$ cat src/rtl/dcache_arbiter_if.sv
// dcache_arbiter_if: LSU-side and cache-side read signals shared by the
// per-core data-cache arbiter. The master modport is the arbiter; the slave
// modport is the surrounding LSUs plus the data cache.
interface dcache_arbiter_if #(
  parameter int unsigned NUM_REQUESTERS = 4,
  parameter int unsigned ADDR_BITS      = 8,
  parameter int unsigned DATA_BITS      = 8
);

  logic [NUM_REQUESTERS-1:0]           lsu_read_valid;
  logic [NUM_REQUESTERS*ADDR_BITS-1:0] lsu_read_address;
  logic [NUM_REQUESTERS-1:0]           lsu_read_ready;
  logic [NUM_REQUESTERS*DATA_BITS-1:0] lsu_read_data;
  logic                                cache_read_request;
  logic [ADDR_BITS-1:0]                cache_read_address;
  logic                                cache_read_valid;
  logic [DATA_BITS-1:0]                cache_read_data;

  modport master (
    input  lsu_read_valid,
    input  lsu_read_address,
    output lsu_read_ready,
    output lsu_read_data,
    output cache_read_request,
    output cache_read_address,
    input  cache_read_valid,
    input  cache_read_data
  );

  modport slave (
    output lsu_read_valid,
    output lsu_read_address,
    input  lsu_read_ready,
    input  lsu_read_data,
    input  cache_read_request,
    input  cache_read_address,
    output cache_read_valid,
    output cache_read_data
  );

endinterface

$ cat src/rtl/dcache_arbiter.sv
// dcache_arbiter: round-robin arbiter sharing one core's data-cache read port
// among its per-thread LSUs. One transaction at a time: IDLE -> REQ -> WAIT ->
// DONE, with a one-cycle request pulse and a one-cycle ready strobe.
// Optional feature macro: DCACHE_ARB_STATS_EN adds saturating grant and
// stall-cycle counters on ports stat_grants_o / stat_stall_cycles_o.
module dcache_arbiter #(
  parameter int unsigned NUM_REQUESTERS = 4,
  parameter int unsigned ADDR_BITS      = 8,
  parameter int unsigned DATA_BITS      = 8
) (
  input  logic                    clk,
  input  logic                    reset,
`ifdef DCACHE_ARB_STATS_EN
  output logic [15:0]             stat_grants_o,
  output logic [15:0]             stat_stall_cycles_o,
`endif
  dcache_arbiter_if.master        bus
);

  localparam int unsigned IDX_BITS = $clog2(NUM_REQUESTERS);

  typedef enum logic [1:0] {
    IDLE = 2'd0,
    REQ  = 2'd1,
    WAIT = 2'd2,
    DONE = 2'd3
  } state_e;

  state_e                              state_q, state_d;
  logic [IDX_BITS-1:0]                 rr_ptr_q, rr_ptr_d;
  logic [IDX_BITS-1:0]                 grant_q, grant_d;
  logic                                req_q, req_d;
  logic [ADDR_BITS-1:0]                addr_q, addr_d;
  logic [NUM_REQUESTERS-1:0]           ready_q, ready_d;
  logic [NUM_REQUESTERS*DATA_BITS-1:0] data_q, data_d;

  logic                                pick_vld;
  logic [IDX_BITS-1:0]                 pick_idx;
  logic [IDX_BITS-1:0]                 cand;

  // First requesting LSU at or after rr_ptr, wrapping (power-of-2 count).
  always_comb begin
    pick_vld = 1'b0;
    pick_idx = '0;
    cand     = '0;
    for (int unsigned off = 0; off < NUM_REQUESTERS; off++) begin
      cand = rr_ptr_q + IDX_BITS'(off);
      if (!pick_vld && bus.lsu_read_valid[cand]) begin
        pick_vld = 1'b1;
        pick_idx = cand;
      end
    end
  end

  // Next-state and registered-output logic for the transaction FSM.
  always_comb begin
    state_d  = state_q;
    rr_ptr_d = rr_ptr_q;
    grant_d  = grant_q;
    req_d    = 1'b0;
    addr_d   = addr_q;
    ready_d  = '0;
    data_d   = data_q;
    case (state_q)
      IDLE: begin
        if (pick_vld) begin
          grant_d = pick_idx;
          addr_d  = bus.lsu_read_address[pick_idx*ADDR_BITS +: ADDR_BITS];
          req_d   = 1'b1;
          state_d = REQ;
        end
      end
      REQ: begin
        state_d = WAIT;
      end
      WAIT: begin
        if (bus.cache_read_valid) begin
          data_d[grant_q*DATA_BITS +: DATA_BITS] = bus.cache_read_data;
          ready_d[grant_q] = 1'b1;
          rr_ptr_d         = grant_q + IDX_BITS'(1);
          state_d          = DONE;
        end
      end
      DONE: begin
        // Cooldown: the served LSU drops its valid on this edge.
        state_d = IDLE;
      end
      default: begin
        state_d = IDLE;
      end
    endcase
  end

  // State and output registers; reset abandons any transaction in flight.
  always_ff @(posedge clk) begin
    if (reset) begin
      state_q  <= IDLE;
      rr_ptr_q <= '0;
      grant_q  <= '0;
      req_q    <= 1'b0;
      addr_q   <= '0;
      ready_q  <= '0;
      data_q   <= '0;
    end else begin
      state_q  <= state_d;
      rr_ptr_q <= rr_ptr_d;
      grant_q  <= grant_d;
      req_q    <= req_d;
      addr_q   <= addr_d;
      ready_q  <= ready_d;
      data_q   <= data_d;
    end
  end

  assign bus.cache_read_request = req_q;
  assign bus.cache_read_address = addr_q;
  assign bus.lsu_read_ready     = ready_q;
  assign bus.lsu_read_data      = data_q;

`ifdef DCACHE_ARB_STATS_EN
  logic [15:0]               stat_grants_q, stat_grants_d;
  logic [15:0]               stat_stall_q, stat_stall_d;
  logic [NUM_REQUESTERS-1:0] pick_oh;
  logic                      stall;

  // A cycle stalls when any LSU waits: FSM busy, or another LSU loses the pick.
  always_comb begin
    pick_oh = '0;
    if (pick_vld) begin
      pick_oh[pick_idx] = 1'b1;
    end
    stall = (|bus.lsu_read_valid) &&
            ((state_q != IDLE) || (|(bus.lsu_read_valid & ~pick_oh)));
    stat_grants_d = stat_grants_q;
    stat_stall_d  = stat_stall_q;
    if ((state_q == IDLE) && pick_vld && (stat_grants_q != 16'hFFFF)) begin
      stat_grants_d = stat_grants_q + 16'd1;
    end
    if (stall && (stat_stall_q != 16'hFFFF)) begin
      stat_stall_d = stat_stall_q + 16'd1;
    end
  end

  // Saturating statistics counters.
  always_ff @(posedge clk) begin
    if (reset) begin
      stat_grants_q <= '0;
      stat_stall_q  <= '0;
    end else begin
      stat_grants_q <= stat_grants_d;
      stat_stall_q  <= stat_stall_d;
    end
  end

  assign stat_grants_o       = stat_grants_q;
  assign stat_stall_cycles_o = stat_stall_q;
`endif

endmodule

$ cat src/flat_wrapper.sv
// flat-port wrapper written by rule: the top's interface ports become plain ports
module dcache_arbiter_flat 
#(
  parameter int unsigned NUM_REQUESTERS = 4,
  parameter int unsigned ADDR_BITS      = 8,
  parameter int unsigned DATA_BITS      = 8
)
  (clk, reset, bus_lsu_read_valid, bus_lsu_read_address, bus_lsu_read_ready, bus_lsu_read_data, bus_cache_read_request, bus_cache_read_address, bus_cache_read_valid, bus_cache_read_data);
  dcache_arbiter_if #(.NUM_REQUESTERS(NUM_REQUESTERS), .ADDR_BITS(ADDR_BITS), .DATA_BITS(DATA_BITS)) bus_i ();
  input  logic clk;
  input  logic reset;
  input wire logic [$bits(bus_i.lsu_read_valid)-1:0] bus_lsu_read_valid;
  input wire logic [$bits(bus_i.lsu_read_address)-1:0] bus_lsu_read_address;
  output wire logic [$bits(bus_i.lsu_read_ready)-1:0] bus_lsu_read_ready;
  output wire logic [$bits(bus_i.lsu_read_data)-1:0] bus_lsu_read_data;
  output wire logic [$bits(bus_i.cache_read_request)-1:0] bus_cache_read_request;
  output wire logic [$bits(bus_i.cache_read_address)-1:0] bus_cache_read_address;
  input wire logic [$bits(bus_i.cache_read_valid)-1:0] bus_cache_read_valid;
  input wire logic [$bits(bus_i.cache_read_data)-1:0] bus_cache_read_data;
  assign bus_i.lsu_read_valid = bus_lsu_read_valid;
  assign bus_i.lsu_read_address = bus_lsu_read_address;
  assign bus_lsu_read_ready = bus_i.lsu_read_ready;
  assign bus_lsu_read_data = bus_i.lsu_read_data;
  assign bus_cache_read_request = bus_i.cache_read_request;
  assign bus_cache_read_address = bus_i.cache_read_address;
  assign bus_i.cache_read_valid = bus_cache_read_valid;
  assign bus_i.cache_read_data = bus_cache_read_data;
  dcache_arbiter #(.NUM_REQUESTERS(NUM_REQUESTERS), .ADDR_BITS(ADDR_BITS), .DATA_BITS(DATA_BITS)) u_core (.clk(clk), .reset(reset), .bus(bus_i));
endmodule
$ cat config.mk
export PLATFORM = sky130hd
export DESIGN_NAME = dcache_arbiter_flat
export DESIGN_NICKNAME = d
export VERILOG_FILES = /design/src/rtl/dcache_arbiter_if.sv /design/src/rtl/dcache_arbiter.sv /design/src/flat_wrapper.sv
export SDC_FILE = /design/constraint.sdc
export NUM_CORES = 1
export LEC_CHECK = 0
export ABC_AREA = 1
export ABC_CLOCK_PERIOD_IN_PS = 3800
export BUFFER_PORTS_ARGS = -buffer_cell sky130_fd_sc_hd__buf_2
export CAP_MARGIN = 20
export CORE_AREA = 5 5 87 89
export DETAILED_ROUTE_END_ITERATION = 6
export DIE_AREA = 0 0 92 94
export PLACE_DENSITY = 0.67
export REMOVE_ABC_BUFFERS = 1
export SYNTH_ARGS = -nofsm -noshare
export SYNTH_HDL_FRONTEND = slang
export SYNTH_SLANG_ARGS = --single-unit
export TNS_END_PERCENT = 50
$ cat constraint.sdc
create_clock -name clk -period 3.8 [get_ports clk]
set_input_delay 0.19 -clock clk [delete_from_list [all_inputs] [get_ports clk]]
set_output_delay 0.19 -clock clk [all_outputs]
set_load 0.005 [all_outputs]
==> key figures <==
Global route
  • Remaining Overflow, GRT: 0
  • GRT Resource Usage Total: 16.38%
  • Largest net degree at the start of global routing: 40
  • Global-route wire length before repair: 11,720 microns
  • Antenna violations before repair: 0
  • Vias in the first global route: 2,659

Floorplanning
  • Core footprint: 0.006681 sq mm
  • Die area: roughly 0.0086 sq mm
  • Initial Util: about two fifths
  • Floorplan row count: 30
  • I/O pins: approximately 90
  • Die X: 92 microns
  • Die H: roughly 94 microns

Pwr
  • Clock power frac: between 15 and 20%
  • Comb power frac: 46.4%
  • Leak pwr: 1.719 nW
  • Pwr dens: 561.2 mW/mm^2
  • Internal power: 1.029 mW
  • Sw Ratio: 44.38%
  • Peak supply drop: 0.2575 mV
  • Sw power: roughly 820 uW
  • Sequential group share of total power: 36.8%

Yosys
  • Syn_area_per_cell: 6.834 sq um
  • Post-Synthesis Cells: 398
  • Top cell type's share of synthesized area: 37.53%
  • Synth cell types: 27
  • Synth Warn #: 0
  • Mapped Area: 0.002720 sq mm
  • Top cells by area, synth: dfxtp_1 (38%), nand2_1 (17%), inv_1 (7.5%), ha_1 (5.1%), nor2_1 (4.7%)
  • Yosys reg bits: 51
  • Post-synthesis sequential area ratio: a little under two fifths
  • Area leader, netlist: dfxtp_1

Critical path
  • Worst EP required: 4.04 ns
  • CP max stage delay: ~0.60 ns
  • Crit-path cells: inv_1 > ha_1 > inv_1 > nor2_1 > inv_1 > or4_1 > a21oi_1
  • Crit-path max FO: 15
  • Worst Path Arrival: 2.79 ns
  • Setup crit end kind: flip-flop
  • CP Launch Type: flip-flop
  • Cell repeated most along the worst path: inv_1
  • CP delay by family, top: simple AND/OR/NAND/NOR gates
  • WS Path Type: flip-flop to flip-flop
  • Slowest cell on the critical path: dfxtp_1
  • Buffers plus inverters on the worst setup path: 3

Routing
  • Via count: 2,727
  • Antenna-violating nets left: 0
  • TritonRoute pass-1 iters: 4
  • Routed WL: 6970 microns
  • Routed wire per std cell: 12.31 microns
  • Vias per cell: 4.818
  • Iter 0 DRT Violations: 99
  • Post-route DRC: 0

STA
  • Min cycle time layout: 2.551 ns
  • Period utilisation layout: around 67%
  • Worst-margin pin slew: 0.7292 ns
  • Setup TNS: 0 ns
  • Number of hold violations in the final report: 0
  • WHS: 0.1846 ns
  • Max Freq: 0.3921 GHz
  • Max_slew headroom: 51.38%
  • Final setup vio count: 0
  • Clk_skew: 0.01129 ns
  • Unrepaired setup endpoints after global routing: false
  • Slew Viols, Final: 0

Place
  • Placed cells: roughly 560
  • Detailed-placement wirelength estimate: about 5500 microns
  • Placed Area: 0.003208 sq mm
  • Routability cong.: 0.9019
  • Count of input and output buffers: 91

Finish
  • P&R area growth vs syn: 21.16%
  • Fillers: about 730
  • Final net count: 543
  • Final Cell Area: approximately 0.0033 sq mm
  • Ant diodes: 0
  • Layout cell share with drive strength beyond 1: 24.69%
  • Finished Layout Cells: 566
  • Register area: 0.001021 sq mm
  • Multi-input logic area: 0.001401 sq mm

Clock network
  • CTS resizes: 0
  • Number of buffers on the longest clock path: 2
  • Worst skew pair latency: 0.31 ns
  • H-tree depth: 2
  • CTS sink cnt: roughly 50
  • CTS tree: built
  • Post-CTS setup buffers: 0
  • Total CTS buffers: 5
  • CTS root buffer: clkbuf_8
  • CTS Hold Bufs: 0
  • Worst-path clk slew: 0.10 ns

Hold path
  • Worst Hold Class: primary input to flip-flop

Run
  • Max_cap viols: 0

Status
  • Status: finished, final reports clean
## tightest hold or removal path, stage by stage
cell,delay (ns)
buf_2,0.07
nand2_1,0.04
nand2_1,0.06
nand2_1,0.05
nand2_1,0.05
## path summary, 6_finish.rpt
check                                                  endpoint  depth (start not counted)  slack (ns)                                startpoint
setup / recovery      u_core.bus.lsu_read_data[18]$_SDFFE_PP0P_                          7        1.25            u_core.grant_q[0]$_SDFFE_PP0P_
hold / removal    u_core.bus.cache_read_address[1]$_SDFFE_PP0P_                          5        0.18                  bus_lsu_read_address[25]
setup reg to reg      u_core.bus.lsu_read_data[18]$_SDFFE_PP0P_                          7        1.25            u_core.grant_q[0]$_SDFFE_PP0P_
hold reg to reg        u_core.bus.lsu_read_data[6]$_SDFFE_PP0P_                          2        0.46  u_core.bus.lsu_read_data[6]$_SDFFE_PP0P_
## flip-flops by register name, summed over array words and instances (netlist names)
register                       flops
u_core.rr_ptr_q                    2
u_core.bus.cache_read_address      8
u_core.bus.lsu_read_data          32
u_core.bus.lsu_read_ready          4
u_core.state_q                     2
u_core.grant_q                     2
u_core.bus.cache_read_request      1
## cell families (layout without fill, tap and decap cells)
family	Yosys count	in the layout	share of synthesized area [%]
compound gates	56	56	12.33
fa+ha+maj	11	11	5.060
buf+inv	71	159	10.95
flops	51	51	37.53
simple gates	209	209	34.13
## per-stage QoR
step / utilization, % / power [mW] / setup WS [ns]
3_3_place_gp: 48.02 / 1.531 / 1.406
6_report: 49.33 / 1.849 / 1.249
5_1_grt: 49.33 / 2.029 / 0.9712
4_1_cts: 49.33 / 1.861 / 1.248
2_1_floorplan: - / 1.296 / 1.678
3_5_place_dp: 48.02 / 1.548 / 1.270
## cell usage after synthesis, drive strengths merged
cell type	instances
a211oi	10
a21oi	22
a22oi	6
a31oi	9
buf	3
clkbuf	8
clkinv	1
dfxtp	51
ha	11
inv	59
nand2	133
nand3	20
nand4	13
nor2	35
nor3	1
o21ai	8
o31a	1
or3	1
or4	6
## placed cells by master (no fill, tap or decap), types with 3 or more instances in the layout
cell        n
o21ai_0     5
nor2_1     34
o21ai_1     3
a22oi_1     6
nand2_2    12
dfxtp_1    51
inv_1      54
ha_1       11
nand3_1    17
clkbuf_8    5
nand2_1   121
a31oi_1     9
or4_1       6
inv_2       4
a211oi_1   10
buf_2      91
a21oi_1    22
nand4_1    13
## layout make-up
cell class	instances	area share (%)
Multi-Input combinational cell	276	42.52
Sequential cell	51	30.98
Timing Repair Buffer	91	13.82
Inverter	60	6.986
Tap cell	80	3.037
Clock buffer	5	2.088
Clock inverter	3	0.5695
## power by group through the flow
| stage | Sequential [mW] | Clock [mW] | Combinational, mW |
|---|---|---|---|
| detailed placement | 0.693 | 0 | 0.855 |
| global placement | 0.693 | 0 | 0.838 |
| CTS | 0.682 | 0.319 | 0.859 |
| finish | 0.681 | 0.311 | 0.858 |
| floorplan | 0.690 | 0 | 0.606 |
| global route | 0.695 | 0.342 | 0.992 |
## layer usage
| layer | wire, microns | global-route usage (%) | vias up |
|---|---|---|---|
| met5 | 0 | 0 | - |
| met4 | 119 | 5.569 | 0 |
| met3 | 574 | 5.128 | 11 |
| met2 | 3025 | 26.09 | 93 |
| met1 | 3252 | 20.99 | 1168 |
| li1 | - | - | 1455 |
(Power assumes the default switching activity.)
